## src/rtl/ub_ring_buffer_if.sv

```systemverilog
// Bus bundle for ub_ring_buffer: write lanes, read request, read data and status.
interface ub_ring_buffer_if #(
  parameter int unsigned DATA_WIDTH = 16,
  parameter int unsigned DEPTH      = 64,
  parameter int unsigned NUM_WR_CH  = 2,
  parameter int unsigned NUM_RD_CH  = 2
);
  localparam int unsigned RCW = $clog2(NUM_RD_CH + 1);
  localparam int unsigned CW  = $clog2(DEPTH + 1);

  logic                            clear_in;
  logic [NUM_WR_CH*DATA_WIDTH-1:0] wr_data_in;
  logic [NUM_WR_CH-1:0]            wr_valid_in;
  logic                            rd_req_in;
  logic [RCW-1:0]                  rd_count_in;
  logic [NUM_RD_CH*DATA_WIDTH-1:0] rd_data_out;
  logic [NUM_RD_CH-1:0]            rd_valid_out;
  logic [CW-1:0]                   count_out;
  logic                            full_out;
  logic                            empty_out;
  logic                            overflow_out;
  logic                            underflow_out;

  // Producer/consumer side (control unit, feeders, testbench)
  modport master (
    output clear_in, wr_data_in, wr_valid_in, rd_req_in, rd_count_in,
    input  rd_data_out, rd_valid_out, count_out, full_out, empty_out,
    input  overflow_out, underflow_out
  );

  // Buffer side
  modport slave (
    input  clear_in, wr_data_in, wr_valid_in, rd_req_in, rd_count_in,
    output rd_data_out, rd_valid_out, count_out, full_out, empty_out,
    output overflow_out, underflow_out
  );
endinterface

```

## src/rtl/ub_ring_buffer.sv

```systemverilog
// Unified ring buffer: N-lane compacting writes, M-lane registered FIFO reads,
// circular addressing for any DEPTH >= 2, occupancy and sticky error flags.
module ub_ring_buffer #(
  parameter int unsigned DATA_WIDTH = 16,
  parameter int unsigned DEPTH      = 64,
  parameter int unsigned NUM_WR_CH  = 2,
  parameter int unsigned NUM_RD_CH  = 2
) (
  input  logic          clk,
  input  logic          rst,
  ub_ring_buffer_if.slave bus
);
  localparam int unsigned AW = $clog2(DEPTH);
  localparam int unsigned PW = AW + 1;
  localparam int unsigned CW = $clog2(DEPTH + 1);

  // Fold a sum of two in-range quantities (< 2*DEPTH) back into [0, DEPTH)
  function automatic logic [AW-1:0] wrap(input logic [PW-1:0] s);
    logic [PW-1:0] r;
    r = (s >= PW'(DEPTH)) ? (s - PW'(DEPTH)) : s;
    return AW'(r);
  endfunction

  logic [DATA_WIDTH-1:0]           mem_q [DEPTH];
  logic [AW-1:0]                   wr_ptr_q, wr_ptr_d;
  logic [AW-1:0]                   rd_ptr_q, rd_ptr_d;
  logic [CW-1:0]                   count_q, count_d;
  logic                            full_q, empty_q;
  logic                            ovf_q, ovf_d;
  logic                            udf_q, udf_d;
  logic [NUM_RD_CH*DATA_WIDTH-1:0] rd_data_q, rd_data_d;
  logic [NUM_RD_CH-1:0]            rd_valid_q, rd_valid_d;

  logic [AW-1:0] wr_addr [NUM_WR_CH];
  logic [PW-1:0] nw, nr, free;
  logic          wr_en, rd_ok;

  // Lane compaction, acceptance decisions and next-state computation
  always_comb begin
    nw = '0;
    for (int k = 0; k < int'(NUM_WR_CH); k++) begin
      wr_addr[k] = wrap(PW'(wr_ptr_q) + nw);
      if (bus.wr_valid_in[k]) nw = nw + PW'(1);
    end

    free  = PW'(DEPTH) - PW'(count_q);
    nr    = PW'(bus.rd_count_in);
    wr_en = !bus.clear_in && (nw != '0) && (nw <= free);
    rd_ok = !bus.clear_in && bus.rd_req_in && (nr != '0) &&
            (nr <= PW'(NUM_RD_CH)) && (nr <= PW'(count_q));

    wr_ptr_d   = wr_ptr_q;
    rd_ptr_d   = rd_ptr_q;
    count_d    = count_q;
    ovf_d      = ovf_q;
    udf_d      = udf_q;
    rd_data_d  = '0;
    rd_valid_d = '0;

    for (int k = 0; k < int'(NUM_RD_CH); k++) begin
      if (rd_ok && (PW'(k) < nr)) begin
        rd_valid_d[k]                           = 1'b1;
        rd_data_d[k*DATA_WIDTH +: DATA_WIDTH]   = mem_q[wrap(PW'(rd_ptr_q) + PW'(k))];
      end
    end

    if (bus.clear_in) begin
      wr_ptr_d = '0;
      rd_ptr_d = '0;
      count_d  = '0;
      ovf_d    = 1'b0;
      udf_d    = 1'b0;
    end else begin
      if (wr_en) wr_ptr_d = wrap(PW'(wr_ptr_q) + nw);
      if (nw > free) ovf_d = 1'b1;
      if (rd_ok) rd_ptr_d = wrap(PW'(rd_ptr_q) + nr);
      if (bus.rd_req_in && !rd_ok) udf_d = 1'b1;
      count_d = CW'(PW'(count_q) + (wr_en ? nw : '0) - (rd_ok ? nr : '0));
    end
  end

  // Pointers, occupancy, flags and the registered read port
  always_ff @(posedge clk or negedge rst) begin
    if (!rst) begin
      wr_ptr_q   <= '0;
      rd_ptr_q   <= '0;
      count_q    <= '0;
      full_q     <= 1'b0;
      empty_q    <= 1'b1;
      ovf_q      <= 1'b0;
      udf_q      <= 1'b0;
      rd_data_q  <= '0;
      rd_valid_q <= '0;
    end else begin
      wr_ptr_q   <= wr_ptr_d;
      rd_ptr_q   <= rd_ptr_d;
      count_q    <= count_d;
      full_q     <= (count_d == CW'(DEPTH));
      empty_q    <= (count_d == '0);
      ovf_q      <= ovf_d;
      udf_q      <= udf_d;
      rd_data_q  <= rd_data_d;
      rd_valid_q <= rd_valid_d;
    end
  end

  // Storage: zeroed on reset, untouched by clear_in
  always_ff @(posedge clk or negedge rst) begin
    if (!rst) begin
      for (int i = 0; i < int'(DEPTH); i++) mem_q[i] <= '0;
    end else begin
      for (int k = 0; k < int'(NUM_WR_CH); k++) begin
        if (wr_en && bus.wr_valid_in[k])
          mem_q[wr_addr[k]] <= bus.wr_data_in[k*DATA_WIDTH +: DATA_WIDTH];
      end
    end
  end

  assign bus.rd_data_out   = rd_data_q;
  assign bus.rd_valid_out  = rd_valid_q;
  assign bus.count_out     = count_q;
  assign bus.full_out      = full_q;
  assign bus.empty_out     = empty_q;
  assign bus.overflow_out  = ovf_q;
  assign bus.underflow_out = udf_q;
endmodule

```

## src/flat_wrapper.sv

```systemverilog
// flat-port wrapper written by rule: the top's interface ports become plain ports
module ub_ring_buffer_flat 
#(
  parameter int unsigned DATA_WIDTH = 16,
  parameter int unsigned DEPTH      = 64,
  parameter int unsigned NUM_WR_CH  = 2,
  parameter int unsigned NUM_RD_CH  = 2
)
  (clk, rst, bus_clear_in, bus_wr_data_in, bus_wr_valid_in, bus_rd_req_in, bus_rd_count_in, bus_rd_data_out, bus_rd_valid_out, bus_count_out, bus_full_out, bus_empty_out, bus_overflow_out, bus_underflow_out);
  ub_ring_buffer_if #(.DATA_WIDTH(DATA_WIDTH), .DEPTH(DEPTH), .NUM_WR_CH(NUM_WR_CH), .NUM_RD_CH(NUM_RD_CH)) bus_i ();
  input  logic clk;
  input  logic rst;
  input wire logic [$bits(bus_i.clear_in)-1:0] bus_clear_in;
  input wire logic [$bits(bus_i.wr_data_in)-1:0] bus_wr_data_in;
  input wire logic [$bits(bus_i.wr_valid_in)-1:0] bus_wr_valid_in;
  input wire logic [$bits(bus_i.rd_req_in)-1:0] bus_rd_req_in;
  input wire logic [$bits(bus_i.rd_count_in)-1:0] bus_rd_count_in;
  output wire logic [$bits(bus_i.rd_data_out)-1:0] bus_rd_data_out;
  output wire logic [$bits(bus_i.rd_valid_out)-1:0] bus_rd_valid_out;
  output wire logic [$bits(bus_i.count_out)-1:0] bus_count_out;
  output wire logic [$bits(bus_i.full_out)-1:0] bus_full_out;
  output wire logic [$bits(bus_i.empty_out)-1:0] bus_empty_out;
  output wire logic [$bits(bus_i.overflow_out)-1:0] bus_overflow_out;
  output wire logic [$bits(bus_i.underflow_out)-1:0] bus_underflow_out;
  assign bus_i.clear_in = bus_clear_in;
  assign bus_i.wr_data_in = bus_wr_data_in;
  assign bus_i.wr_valid_in = bus_wr_valid_in;
  assign bus_i.rd_req_in = bus_rd_req_in;
  assign bus_i.rd_count_in = bus_rd_count_in;
  assign bus_rd_data_out = bus_i.rd_data_out;
  assign bus_rd_valid_out = bus_i.rd_valid_out;
  assign bus_count_out = bus_i.count_out;
  assign bus_full_out = bus_i.full_out;
  assign bus_empty_out = bus_i.empty_out;
  assign bus_overflow_out = bus_i.overflow_out;
  assign bus_underflow_out = bus_i.underflow_out;
  ub_ring_buffer #(.DATA_WIDTH(DATA_WIDTH), .DEPTH(DEPTH), .NUM_WR_CH(NUM_WR_CH), .NUM_RD_CH(NUM_RD_CH)) u_core (.clk(clk), .rst(rst), .bus(bus_i));
endmodule
```

## config.mk

```make
export PLATFORM = sky130hd
export DESIGN_NAME = ub_ring_buffer_flat
export DESIGN_NICKNAME = d
export VERILOG_FILES = /design/src/rtl/ub_ring_buffer_if.sv /design/src/rtl/ub_ring_buffer.sv /design/src/flat_wrapper.sv
export SDC_FILE = /design/constraint.sdc
export NUM_CORES = 2
export LEC_CHECK = 0
export ABC_CLOCK_PERIOD_IN_PS = 5250
export BUFFER_PORTS_ARGS = -buffer_cell sky130_fd_sc_hd__buf_2
export CAP_MARGIN = 20
export CELL_PAD_IN_SITES_DETAIL_PLACEMENT = 1
export CELL_PAD_IN_SITES_GLOBAL_PLACEMENT = 2
export CORE_MARGIN = 5
export CORE_UTILIZATION = 44
export CTS_BUF_LIST = sky130_fd_sc_hd__clkbuf_16
export DETAILED_ROUTE_END_ITERATION = 8
export MAX_ROUTING_LAYER = met4
export PLACE_DENSITY_LB_ADDON = 0.1
export SLEW_MARGIN = 20
export SYNTH_ARGS = -nofsm -noshare
export SYNTH_HDL_FRONTEND = slang
export SYNTH_SLANG_ARGS = --single-unit
```

## constraint.sdc

```tcl
create_clock -name clk -period 5.25 [get_ports clk]
set_input_delay 1.575 -clock clk [delete_from_list [all_inputs] [get_ports clk]]
set_output_delay 1.575 -clock clk [all_outputs]
set_load 0.01 [all_outputs]
```

==> metrics.md <==
| Metric | Value |
|---|---|
| Category of the worst setup path launch point | `input pin` |
| Clock-pin transition on the worst setup and hold timing paths | `0.06 ns` |
| Buffer and inverter count on the worst path | `2` |
| Num ports | `85` |
| Leakage power of the design | `31.30 nW` |
| Deepest level of the CTS H-tree | `4` |
| Pwr per Cell Area | `305.7 nW/um2` |
| Overall power consumption | `between 20 and 25 mW` |
| Placement Rows | `144` |
| Total of hold buffers inserted after clock tree synthesis | `0` |
| Pin count of the biggest net entering global routing | `119` |
| Endpoint type of the worst setup path | `flip-flop` |
| List of cells traversed by the critical path | `buf_2, ha_1, ha_1, nor2b_1, o21ai_1, nor4_4, nor2_1, nand3b_1, fa_1, inv_1, fa_1, a21oi_1, o21bai_1, xnor2_1, a21oi_1, or4_1, nor3b_1` |
| CP arrival | `5.14 ns` |
| Netlist area before placement | `slightly below 70000 um2` |
| DRC Markers | `0` |
| Wire length per cell | `between 30 and 40 um` |
| Post-synthesis async set-or-reset flop share | `100.0%` |
| Synth Register Bits | `about 1100` |
| Number of antenna violations at the first check in global routing | `11` |
| Type of the setup path with the least slack | `in -> reg` |
| Status | `finished clean` |
| Post-synth top flop | `sky130_fd_sc_hd__dfrtp_1` |
| Final Hold Fails | `0` |
| Global-route wire length before repair | `414700 um` |
| Die area | `163300 um2` |
| Y dimension of the die | `404.1 um` |
| Routed via count divided by cell count | `6.594` |
| Vias post-DR | `54960` |
| Total of warnings raised by yosys | `0` |
| Clock skew after layout | `0.02827 ns` |
| Sum Neg Setup Slack | `0 ns` |
| Sequential share of the synthesized area | `39.59%` |
| Final period demand of the worst path | `roughly 4.5 ns` |
| CP Data Required Time | `5.92 ns` |
| Unrepaired setup endpoints after global routing | `no` |
| Number of clock buffers inserted by TritonCTS | `approximately 140` |
| Max Clk Rate | `223.7 MHz` |
| Number of max-slew violations in the final report | `0` |
| HPWL after detailed placement | `183200 um` |
| Count of mapped cells out of synthesis | `roughly 6300` |
| Final setup violation count | `0` |
| Delay of the slowest critical-path stage | `~0.49 ns` |
| Non-filler cells, final | `8335` |
| Total of buffers placed on input and output ports | `84` |
| Wire length after detailed routing | `285800 um` |
| Share of the clock period used by the worst path | `85.13%` |
| Max-Slew Margin vs Limit | `23.80%` |
| Minimum setup slack among reg-to-reg paths | `0.93 ns` |
| Proportion of layout cells with a drive suffix above 1 | `a little over a fifth` |
| Area growth from synthesis to layout | `11.21%` |
| RePlAce Congestion | `0.9011` |
| Number of cells in the design after placement | `8079` |
| Min-Delay Path Class | `reg -> reg` |
| Die outline width | `404.1 um` |
| Largest fanout of any net on the critical path | `3` |
| Critical path's top delay family | `adder cells` |
| Clk sink count | `1081` |
| Skew-Pair Late Insertion Delay | `0.78 ns` |
| Clock root buffer | `sky130_fd_sc_hd__clkbuf_16` |
| Resize count post-CTS | `0` |
| Net count of the mapped netlist | `6407` |
| Floorplan Core Area | `154200 um2` |
| Number of nets in the final layout | `6242` |
| Bufs on Longest Clock Path | `3` |
| Iteration count of the initial detailed-routing pass | `6` |
| Transition time of the tightest slew-check pin | `1.143 ns` |
| Number of DRC markers after the initial detailed-route iteration | `approximately 5400` |
| Post-detailed-route count of antenna-violating nets | `0` |
| Post-CTS Repair Setup Buffers | `0` |
| Number of distinct library cell variants in the gate-level netlist after synthesis | `76` |
| Max-capacitance violation count | `0` |
| Number of global-route vias before repair | `between 50000 and 60000` |
| Number of enable-type register cells in the synthesized netlist | `0` |
| TritonCTS clock tree | `built` |
| Total global-route track usage | `35.62%` |
| Effective utilization at floorplan | `around 44%` |
| Peak supply drop | `0.3078 mV` |
| Global-route congestion overflow total | `0` |
| Mean post-synth cell area | `approximately 11 um2` |
| Slowest stage cell, crit path | `sky130_fd_sc_hd__fa_1` |
## cell type report
class                      instances  area (um2)
antenna                           10       25.02
multi-input combinational       4515       38710
timing repair buffer             416        3398
clock buffer                     141        3528
clock inverter                   105       610.6
sequential                      1081       27070
tap                             2044        2557
fill                           16380       78240
inverter                          23       86.33
## sequential cells by signal (all words and copies together) (netlist names)
name / cells
u_core.bus.rd_valid_out: 2
u_core.bus.overflow_out: 1
u_core.bus.empty_out: 1
u_core.rd_ptr_q: 6
u_core.bus.underflow_out: 1
u_core.bus.count_out: 7
u_core.bus.full_out: 1
u_core.bus.rd_data_out: 32
u_core.wr_ptr_q: 6
u_core.mem_q: 1024
## worst paths after layout
| kind | startpoint | endpoint | cells past startpoint |
|---|---|---|---|
| hold reg to reg | u_core.bus.underflow_out$_DFFE_PN0P_ | u_core.bus.underflow_out$_DFFE_PN0P_ | 2 |
| setup / recovery | bus_wr_valid_in[0] | u_core.bus.full_out$_DFF_PN0_ | 17 |
| setup reg to reg | u_core.bus.count_out[0]$_DFF_PN0_ | u_core.bus.full_out$_DFF_PN0_ | 18 |
| max in group asynchronous | rst | u_core.mem_q[796]$_DFF_PN0_ | 2 |
| min in group asynchronous | rst | u_core.mem_q[34]$_DFF_PN0_ | 1 |
| hold / removal | u_core.bus.underflow_out$_DFFE_PN0P_ | u_core.bus.underflow_out$_DFFE_PN0P_ | 2 |
## kinds of logic (layout without fill, tap and decap cells)
family	count (synthesis)	in the layout	synth area share [%]
and+or+nand+nor	1338	1338	8.667
DFF	1081	1081	39.59
muxes	1792	1792	35.22
AOI/OAI and AO/OA	1335	1335	10.99
adders and majority gates	29	29	0.5750
xor gates and xnor gates	21	21	0.2692
other	0	10	0
buffers and inverters	742	685	4.680
## Yosys cell counts (15+ instances only)
| library cell | instances | share of area, % |
|---|---|---|
| sky130_fd_sc_hd__nor2_1 | 817 | 4.5 |
| sky130_fd_sc_hd__mux4_2 | 468 | 15 |
| sky130_fd_sc_hd__o21ai_0 | 246 | 1.8 |
| sky130_fd_sc_hd__a22oi_1 | 44 | 0.48 |
| sky130_fd_sc_hd__o211ai_1 | 27 | 0.30 |
| sky130_fd_sc_hd__nand2_1 | 304 | 1.7 |
| sky130_fd_sc_hd__a211oi_1 | 16 | 0.18 |
| sky130_fd_sc_hd__a222oi_1 | 16 | 0.23 |
| sky130_fd_sc_hd__mux2i_1 | 1134 | 17 |
| sky130_fd_sc_hd__a21oi_1 | 781 | 5.7 |
| sky130_fd_sc_hd__a31oi_1 | 17 | 0.16 |
| sky130_fd_sc_hd__nor3_1 | 19 | 0.14 |
| sky130_fd_sc_hd__buf_1 | 119 | 0.65 |
| sky130_fd_sc_hd__o32ai_1 | 18 | 0.23 |
| sky130_fd_sc_hd__o221ai_1 | 16 | 0.21 |
| sky130_fd_sc_hd__nor2b_1 | 15 | 0.14 |
| sky130_fd_sc_hd__ha_1 | 25 | 0.46 |
| sky130_fd_sc_hd__mux2_2 | 180 | 3.0 |
| sky130_fd_sc_hd__nand3_1 | 41 | 0.30 |
| sky130_fd_sc_hd__nor3_2 | 33 | 0.48 |
| sky130_fd_sc_hd__o21ai_1 | 17 | 0.12 |
| sky130_fd_sc_hd__buf_4 | 33 | 0.36 |
| sky130_fd_sc_hd__o2bb2ai_1 | 16 | 0.21 |
| sky130_fd_sc_hd__inv_1 | 20 | 0.11 |
| sky130_fd_sc_hd__buf_2 | 192 | 1.4 |
| sky130_fd_sc_hd__nand4_1 | 15 | 0.14 |
| sky130_fd_sc_hd__dfrtp_1 | 1080 | 40 |
| sky130_fd_sc_hd__o22ai_1 | 63 | 0.58 |
| sky130_fd_sc_hd__clkbuf_1 | 368 | 2.0 |
## layout by cell type, fill, tap and decap left out, types with 12 or more instances in the layout
master,netlist,final
sky130_fd_sc_hd__inv_1,20,58
sky130_fd_sc_hd__o2bb2ai_1,16,16
sky130_fd_sc_hd__mux2i_1,1134,1134
sky130_fd_sc_hd__clkinv_1,0,35
sky130_fd_sc_hd__o21ai_0,246,245
sky130_fd_sc_hd__a21oi_1,781,779
sky130_fd_sc_hd__clkinv_2,0,17
sky130_fd_sc_hd__a22oi_1,44,44
sky130_fd_sc_hd__o22ai_1,63,63
sky130_fd_sc_hd__nand4_1,15,15
sky130_fd_sc_hd__o21ai_1,17,17
sky130_fd_sc_hd__mux4_2,468,468
sky130_fd_sc_hd__a211oi_1,16,16
sky130_fd_sc_hd__o221ai_1,16,15
sky130_fd_sc_hd__buf_12,0,34
sky130_fd_sc_hd__a221o_1,12,12
sky130_fd_sc_hd__nand3_1,41,41
sky130_fd_sc_hd__clkbuf_16,0,141
sky130_fd_sc_hd__a31oi_1,17,16
sky130_fd_sc_hd__mux2_2,180,180
sky130_fd_sc_hd__o32ai_1,18,18
sky130_fd_sc_hd__a222oi_1,16,16
sky130_fd_sc_hd__xnor2_1,13,13
sky130_fd_sc_hd__nor2_1,817,814
sky130_fd_sc_hd__nor3_1,19,13
sky130_fd_sc_hd__nor2b_1,15,14
sky130_fd_sc_hd__buf_2,192,63
sky130_fd_sc_hd__nor3_4,3,38
sky130_fd_sc_hd__ha_1,25,24
sky130_fd_sc_hd__buf_4,33,318
sky130_fd_sc_hd__o211ai_1,27,27
sky130_fd_sc_hd__dfrtp_1,1080,1075
sky130_fd_sc_hd__nand2_1,304,304
sky130_fd_sc_hd__nor4_4,11,15
## worst min-delay path, delay by kind of cell, from the launching register on
| kind | cells | cell delay (ns) |
|---|---|---|
| AOI/OAI and AO/OA | 1 | 0.05 |
| DFF | 1 | 0.35 |
| and+or+nand+nor | 1 | 0.07 |
## routing by layer
metal  track usage [%]  up-vias  share of wire, %
li1                  -    23050                 -
met3             5.771      590               6.6
met2             54.75     2084                47
met4             15.92        0               5.3
met5                 -        -                 0
met1             46.87    29230                42
## power breakdown
group / switching, mW / internal [mW]
Sequential: 0.497 / 8.88
Clock: 3.94 / 5.08
Combinational: 3.07 / 1.75
## stage by stage
stage / setup slack, ns / utilization [%] / area (um2) / hold slack [ns]
floorplan: 0.01219 / - / 68340 / 0.5264
global placement: 0.07378 / 46.56 / 71800 / 0.4773
detailed placement: 0.04477 / 46.56 / 71810 / 0.4920
CTS: 0.8058 / 49.24 / 75950 / 0.5073
global route: 0.5601 / 49.26 / 75980 / 0.5882
finish: 0.7804 / 49.27 / 75990 / 0.5129
No activity file was read; power rests on OpenSTA's default activity.
